==> config.mk <==
export PLATFORM = sky130hd
export DESIGN_NAME = mem_arbiter
export DESIGN_NICKNAME = d
export VERILOG_FILES = /design/src/rtl/mem_arbiter.sv
export SDC_FILE = /design/constraint.sdc
export NUM_CORES = 1
export LEC_CHECK = 0
export CAP_MARGIN = 20
export CORE_ASPECT_RATIO = 0.9
export CORE_MARGIN = 5
export CORE_UTILIZATION = 38
export DETAILED_ROUTE_END_ITERATION = 8
export PLACE_DENSITY = 0.77
export SLEW_MARGIN = 25
export SYNTH_ARGS = -nofsm -noshare
export SYNTH_HDL_FRONTEND = slang
export SYNTH_SLANG_ARGS = --single-unit
==> constraint.sdc <==
create_clock -name clk -period 2.1 [get_ports clk]
set_clock_uncertainty 0.1 [all_clocks]
set_input_delay 0.42 -clock clk [delete_from_list [all_inputs] [get_ports clk]]
set_output_delay 0.42 -clock clk [all_outputs]
set_load 0.02 [all_outputs]
==> src/rtl/mem_arbiter.sv <==
// Two-requester round-robin arbiter in front of a single-port synchronous RAM.
// One access in flight; reads that never see mem_rvalid complete with err after TIMEOUT cycles.
module mem_arbiter #(
    parameter int ADDR_WIDTH = 4,
    parameter int DATA_WIDTH = 32,
    parameter int TIMEOUT    = 8
) (
    input  logic                    clk,
    input  logic                    rst,
    input  logic [1:0]              req,
    input  logic [1:0]              we,
    input  logic [2*ADDR_WIDTH-1:0] addr,
    input  logic [2*DATA_WIDTH-1:0] wdata,
    output logic [1:0]              gnt,
    output logic [1:0]              done,
    output logic [DATA_WIDTH-1:0]   rdata,
    output logic                    err,
    output logic                    busy,
    output logic                    mem_en,
    output logic                    mem_we,
    output logic [ADDR_WIDTH-1:0]   mem_addr,
    output logic [DATA_WIDTH-1:0]   mem_wdata,
    input  logic [DATA_WIDTH-1:0]   mem_rdata,
    input  logic                    mem_rvalid
);

    localparam int CW = $clog2(TIMEOUT + 1);

    typedef enum logic [1:0] {IDLE, ISSUE, WAIT_RD} state_t;

    state_t                state_q, state_d;
    logic                  ptr_q, ptr_d;
    logic                  owner_q, owner_d;
    logic [CW-1:0]         cnt_q, cnt_d;
    logic [1:0]            done_q, done_d;
    logic                  err_q, err_d;
    logic [DATA_WIDTH-1:0] rdata_q, rdata_d;
    logic                  mem_en_q, mem_en_d;
    logic                  mem_we_q, mem_we_d;
    logic [ADDR_WIDTH-1:0] mem_addr_q, mem_addr_d;
    logic [DATA_WIDTH-1:0] mem_wdata_q, mem_wdata_d;
    logic                  win;
    logic [1:0]            owner_hot;

    assign owner_hot = owner_q ? 2'b10 : 2'b01;

    always_comb begin
        state_d     = state_q;
        ptr_d       = ptr_q;
        owner_d     = owner_q;
        cnt_d       = cnt_q;
        done_d      = '0;
        err_d       = 1'b0;
        rdata_d     = rdata_q;
        mem_en_d    = 1'b0;
        mem_we_d    = mem_we_q;
        mem_addr_d  = mem_addr_q;
        mem_wdata_d = mem_wdata_q;
        gnt         = '0;
        win         = ptr_q;

        case (state_q)
            IDLE: begin
                // Grant is gated by rst so it stays low for the whole reset window.
                if (rst && (req != 2'b00)) begin
                    win         = (req == 2'b11) ? ptr_q : req[1];
                    gnt         = win ? 2'b10 : 2'b01;
                    ptr_d       = ~win;
                    owner_d     = win;
                    mem_en_d    = 1'b1;
                    mem_we_d    = we[win];
                    mem_addr_d  = win ? addr[2*ADDR_WIDTH-1:ADDR_WIDTH] : addr[ADDR_WIDTH-1:0];
                    mem_wdata_d = win ? wdata[2*DATA_WIDTH-1:DATA_WIDTH] : wdata[DATA_WIDTH-1:0];
                    state_d     = ISSUE;
                end
            end
            ISSUE: begin
                if (mem_we_q) begin
                    done_d  = owner_hot;
                    state_d = IDLE;
                end else begin
                    cnt_d   = '0;
                    state_d = WAIT_RD;
                end
            end
            WAIT_RD: begin
                if (mem_rvalid) begin
                    rdata_d = mem_rdata;
                    done_d  = owner_hot;
                    state_d = IDLE;
                end else if (cnt_q == CW'(TIMEOUT - 1)) begin
                    cnt_d   = CW'(TIMEOUT);
                    rdata_d = '0;
                    err_d   = 1'b1;
                    done_d  = owner_hot;
                    state_d = IDLE;
                end else begin
                    cnt_d = cnt_q + 1'b1;
                end
            end
            default: state_d = IDLE;
        endcase
    end

    always_ff @(posedge clk or negedge rst) begin
        if (!rst) begin
            state_q     <= IDLE;
            ptr_q       <= 1'b0;
            owner_q     <= 1'b0;
            cnt_q       <= '0;
            done_q      <= '0;
            err_q       <= 1'b0;
            rdata_q     <= '0;
            mem_en_q    <= 1'b0;
            mem_we_q    <= 1'b0;
            mem_addr_q  <= '0;
            mem_wdata_q <= '0;
        end else begin
            state_q     <= state_d;
            ptr_q       <= ptr_d;
            owner_q     <= owner_d;
            cnt_q       <= cnt_d;
            done_q      <= done_d;
            err_q       <= err_d;
            rdata_q     <= rdata_d;
            mem_en_q    <= mem_en_d;
            mem_we_q    <= mem_we_d;
            mem_addr_q  <= mem_addr_d;
            mem_wdata_q <= mem_wdata_d;
        end
    end

    assign done      = done_q;
    assign err       = err_q;
    assign rdata     = rdata_q;
    assign busy      = (state_q != IDLE);
    assign mem_en    = mem_en_q;
    assign mem_we    = mem_we_q;
    assign mem_addr  = mem_addr_q;
    assign mem_wdata = mem_wdata_q;

endmodule
* Yosys cells after proc, flatten, opt, wreduce, memory -nomap -nowiden
Index checks and enable logic that the tools add are counted.
Word-level totals: register bits 81, bits of input ports 111, output and inout port bits 76, word-level logic and storage cells 61
Cells by class: add/sub/neg operators 1, order comparisons 1, equal/unequal tests 8, mux-type cells 29, bitwise operators 1, reductions and logical operators 10
Operators by type and width (count):
- 32-bit two-way mux | 3
- 2-bit two-way mux | 11
- 4-bit two-way mux | 4
- 1-bit two-way mux | 8
- 4-bit case mux with 2 select lines | 1
- 2-bit nonzero test | 4
- 2-bit != test (second input constant) | 3
- 2-bit case mux with 3 select lines | 1
- 2-bit AND reduction | 3
- 4-bit by 1-bit adder with 4-bit output (second input constant) | 1
- 2-bit equality test (second input constant) | 2
- 4-bit by 3-bit equality test with 1-bit output (second input constant) | 1
- 2-bit case mux with 2 select lines | 1
- 3-bit != test (second input constant) | 1
- 3-bit AND reduction | 1
- 2-bit by 1-bit equality test with 1-bit output (second input constant) | 1
- 2-bit logical NOT | 1
- 1-bit by 2-bit less-than comparator with 1-bit output (second input constant) | 1
- 1-bit logical AND | 1
- 1-bit inverter | 1

* Logic depth before layout (Yosys ltp)
word-level depth 5, mapped depth 7, gate-level depth less buffers 5

* Worst setup path before layout
No wires, ideal clock.
path kind register -> output, from register state_q[0], to output gnt[1], arrival time 1.307 ns, data required time 1.580 ns, setup slack 0.273 ns, stages on the path, launching flop included 6, buffers on the path 1, cell sequence dfrtp_1 -> inv_1 -> ha_1 -> nand3_1 -> a21oi_1 -> clkbuf_1
Between the ends: word-level cells in the longest chain between the ends 2
Ends and longest elaborated chain:
- from (decl) | RTL line 31 | state_t state_q, state_d;
- from (signal assigned) | RTL line 119 | state_q <= state_d;
- 2-bit logical NOT | RTL line 62 | case (state_q)
- 2-bit two-way mux | RTL line 62
- to (decl) | RTL line 14 | output logic [1:0] gnt,
No other way between the ends.

* Worst setup path in the final report
from input rst, to output gnt[1]
Between the ends: word-level cells in the longest chain between the ends 3
Ends and longest elaborated chain:
- from (decl) | RTL line 9 | input logic rst,
- 1-bit logical AND | RTL line 65 | if (rst && (req != 2'b00)) begin
- 2-bit two-way mux | RTL line 65
- 2-bit two-way mux | RTL line 62
No other way between the ends.

==> flow_metrics.env <==
export IMPL_synth_compound_area_frac=0.233
export IMPL_holdPathEnd="done[1]$_DFF_PN0_"
export IMPL_post_place_ws_ns=-0.220
export IMPL_avgRoutedWirePerCell_um=18.1
export IMPL_ir_worst_vdd_mv=0.671
export IMPL_die_area_mm2=0.0107
export IMPL_power_density_mw_per_mm2=1380
export IMPL_hpwl_um=7640
export IMPL_synthMuxAreaShare=0.00301
export IMPL_drtAntennaViolNets=0
export IMPL_period_needed_ns=2.05
export IMPL_synth_top_family_by_area="compound AO/OA/AOI/OAI gates"
export IMPL_layout_drive_gt1_share=0.0835
export IMPL_finalNetCount=565
export IMPL_yosysWarnings=0
export IMPL_wl_met1_um=4320
export IMPL_antenna_found_initial=0
export IMPL_clk_pin_slew_ns=0.08
export IMPL_viasPerCell=5.08
export IMPL_rr_worst_depth=7
export IMPL_diodes=0
export IMPL_gp_congestion=0.742
export IMPL_finalInstanceArea_mm2=0.00563
export IMPL_rsz0062_at_grt="no"
export IMPL_r2r_start="state_q[0]$_DFFE_PN0P_"
export IMPL_slew_viol_final=0
export IMPL_crit_fanout=6
export IMPL_grt_max_degree=67
export IMPL_highest_layer="met4"
export IMPL_crit_arrival_ns=1.53
export IMPL_clkSinkCount=81
export IMPL_status="finished, final reports clean"
export IMPL_numCtsBuffers=9
export IMPL_fmax_ghz=0.487
export IMPL_whs_path_depth=2
export IMPL_worstPathRequired_ns=1.58
export IMPL_synth_seq_cells=81
export IMPL_tritoncts="built"
export IMPL_vias=2914
export IMPL_rrSetupSlack_ns=0.29
export IMPL_gr_usage_all_layers=0.196
export IMPL_crit_chain="dlygate4sd3_1 -> buf_4 -> nand3_1 -> a21oi_4 -> buf_6"
export IMPL_seqCellArea_mm2=0.00203
export IMPL_setup_slack_ns=0.0464
export IMPL_die_h_um=98.8
export IMPL_cts_path_max_buffers=2
export IMPL_holdWs_ns=0.405
export IMPL_io_buffers=186
export IMPL_yosys_area_share_adder=0.0150
export IMPL_multi_input_area_mm2=0.00122
export IMPL_holdCritPathClass="register to register"
export IMPL_netlist_instances=257
export IMPL_critPathCaptureType="output pin"
export IMPL_synth_area_top_cells="dfrtp_1, a221o_1, a22o_1, and2_1, and2_0"
export IMPL_final_hold_violation_count=0
export IMPL_dr_pass1_iters=4
export IMPL_synth_top_area_frac=0.609
export IMPL_cts_root_buf="clkbuf_8"
export IMPL_netlist_area_mm2=0.00333
export IMPL_critPathKind="primary input to output pin"
export IMPL_nFillCells=722
export IMPL_ys_types=35
export IMPL_critPathTopFamily="buffers and inverters"
export IMPL_dr_wl_met2_um=4890
export IMPL_syn_nets=372
export IMPL_mostFrequentLayoutCell="clkdlybuf4s50_1"
export IMPL_seq_area_frac_synth=0.609
export IMPL_clk_latency_ns=0.34
export IMPL_power_leakage_uw=0.00240
export IMPL_routed_wl_um=10400
export IMPL_die_w_um=109
export IMPL_max_slew_margin=0.446
export IMPL_crit_buf_inv=3
export IMPL_grt_pass1_wl_um=16400
export IMPL_area_delta_synth_final_pct=69.1
export IMPL_drt_iter0_drc=152
export IMPL_finalCritPeriodShare=0.978
export IMPL_syn_avg_cell_area_um2=13.0
export IMPL_maxCapViolCount=0
export IMPL_ios=187
export IMPL_coreArea_mm2=0.00857
export IMPL_cts_max_level=3
export IMPL_grt_remaining_overflow=0
export IMPL_worst_r2r_endpoint="mem_wdata[24]$_DFFE_PN0P_"
export IMPL_mostFrequentLayoutCells="clkdlybuf4s50_1, dfrtp_1, a221o_1, a22o_1, and2_1"
export IMPL_grt_pass1_vias=3177
export IMPL_placed_area_mm2=0.00539
export IMPL_initial_core_util=0.389
export IMPL_cts_setup_buffers=0
export IMPL_stdcell_count=574
export IMPL_drcViolationCount=0
export IMPL_yosysTopAreaCell="dfrtp_1"
export IMPL_hold_path_startpoint="owner_q$_DFFE_PN0P_"
export IMPL_finalSetupViolations=0
export IMPL_cp_slowest_cell="dlygate4sd3_1"
export IMPL_synth_xor_area_frac=0
export IMPL_slowest_delay_ns=0.54
export IMPL_startpoint_type="primary input"
export IMPL_wl_met3_um=1070
export IMPL_synth_simple_area_share=0.107
export IMPL_worst_pin_slew_ns=0.831
export IMPL_rows=32
export IMPL_place_inst=557
-- cell type report --
class                   instances  share of cell area
inverters                       6             0.00400
flip-flops and latches         81               0.360
clock inverters                 6              0.0162
repair buffers                201               0.353
multi-input cells             151               0.216
well taps                     119              0.0264
clock buffers                  10              0.0244
-- worst max-delay path by stage --
| stage | start | to | slack, ns | depth (start not counted) |
|---|---|---|---|---|
| global placement | req[1] | gnt[1] | -0.20 | 4 |
| floorplan | state_q[0]$_DFFE_PN0P_ | gnt[1] | 0.27 | 5 |
| finish | rst | gnt[1] | 0.05 | 5 |
| global route | state_q[0]$_DFFE_PN0P_ | busy | 0.0008 | 5 |
| CTS | state_q[0]$_DFFE_PN0P_ | busy | 0.01 | 5 |
| detailed placement | req[0] | gnt[0] | -0.22 | 4 |
-- timing repair --
item	CTS	global route
endpoints found under the hold margin	15	0
gates resized for setup	9	5
pin swaps	0	0
setup endpoints to repair	3	3
hold buffers	1	0
gates cloned	0	0
-- sequential cells by signal (all words and copies together), names as in the netlist --
register,flops
mem_wdata,32
rdata,32
cnt_q,4
mem_we,1
mem_en,1
mem_addr,4
done,2
ptr_q,1
owner_q,1
state_q,2
err,1
-- synthesized netlist by cell type --
| cell type | instances |
|---|---|
| a21o_1 | 1 |
| a21oi_1 | 8 |
| a221o_1 | 37 |
| a22o_1 | 32 |
| a22oi_1 | 1 |
| a32o_1 | 1 |
| and2_0 | 11 |
| and2_1 | 28 |
| and3_1 | 1 |
| and3b_1 | 1 |
| buf_1 | 1 |
| buf_2 | 8 |
| buf_6 | 1 |
| clkbuf_1 | 9 |
| dfrtp_1 | 81 |
| ha_1 | 4 |
| inv_1 | 6 |
| mux2i_1 | 1 |
| nand2_1 | 4 |
| nand2b_1 | 2 |
| nand3_1 | 2 |
| nand3b_1 | 1 |
| nand4_1 | 1 |
| nor2_1 | 2 |
| nor2b_1 | 2 |
| nor4_1 | 1 |
| nor4b_1 | 1 |
| o211ai_1 | 1 |
| o21a_1 | 1 |
| o21ai_0 | 2 |
| o21ai_2 | 1 |
| o22a_1 | 1 |
| o31ai_1 | 1 |
| o41ai_1 | 1 |
| or3_4 | 1 |
-- stage by stage --
step,utilization,setup TNS [ns],total power (uW)
after global placement,0.629,-0.400,6420
after global routing,0.657,0,8180
after detailed placement,0.629,-0.440,6500
after floorplan,-,0,4540
final,0.657,0,7750
after CTS,0.656,0,7820
-- cells by family after synthesis --
group | Yosys count
AO/OA/AOI/OAI | 88
adder cells (fa/ha/maj) | 4
buffers and inverters | 25
flip-flops | 81
AND/OR/NAND/NOR | 58
multiplexers | 1
-- routing by layer --
| metal | GRT usage | vias to the layer above |
|---|---|---|
| li1 | - | 1357 |
| met1 | 0.248 | 1405 |
| met2 | 0.311 | 142 |
| met3 | 0.0707 | 10 |
| met4 | 0.0650 | 0 |
| met5 | 0 | - |
-- tightest hold or removal path, delay by kind of cell, from the launching register on --
family,cells,cell delay [ns]
AOI/OAI and AO/OA,1,0.03
DFF,1,0.38
and+or+nand+nor,1,0.06
-- power breakdown --
part / internal (uW) / total [uW] / leakage, uW / switching [uW]
sequential: 2230 / 2610 / 0.00102 / 382
clock: 704 / 1280 / 0.000105 / 578
combinational: 2050 / 3860 / 0.00128 / 1800
total: 4980 / 7750 / 0.00240 / 2760
Power figures use the tool's default switching activity.
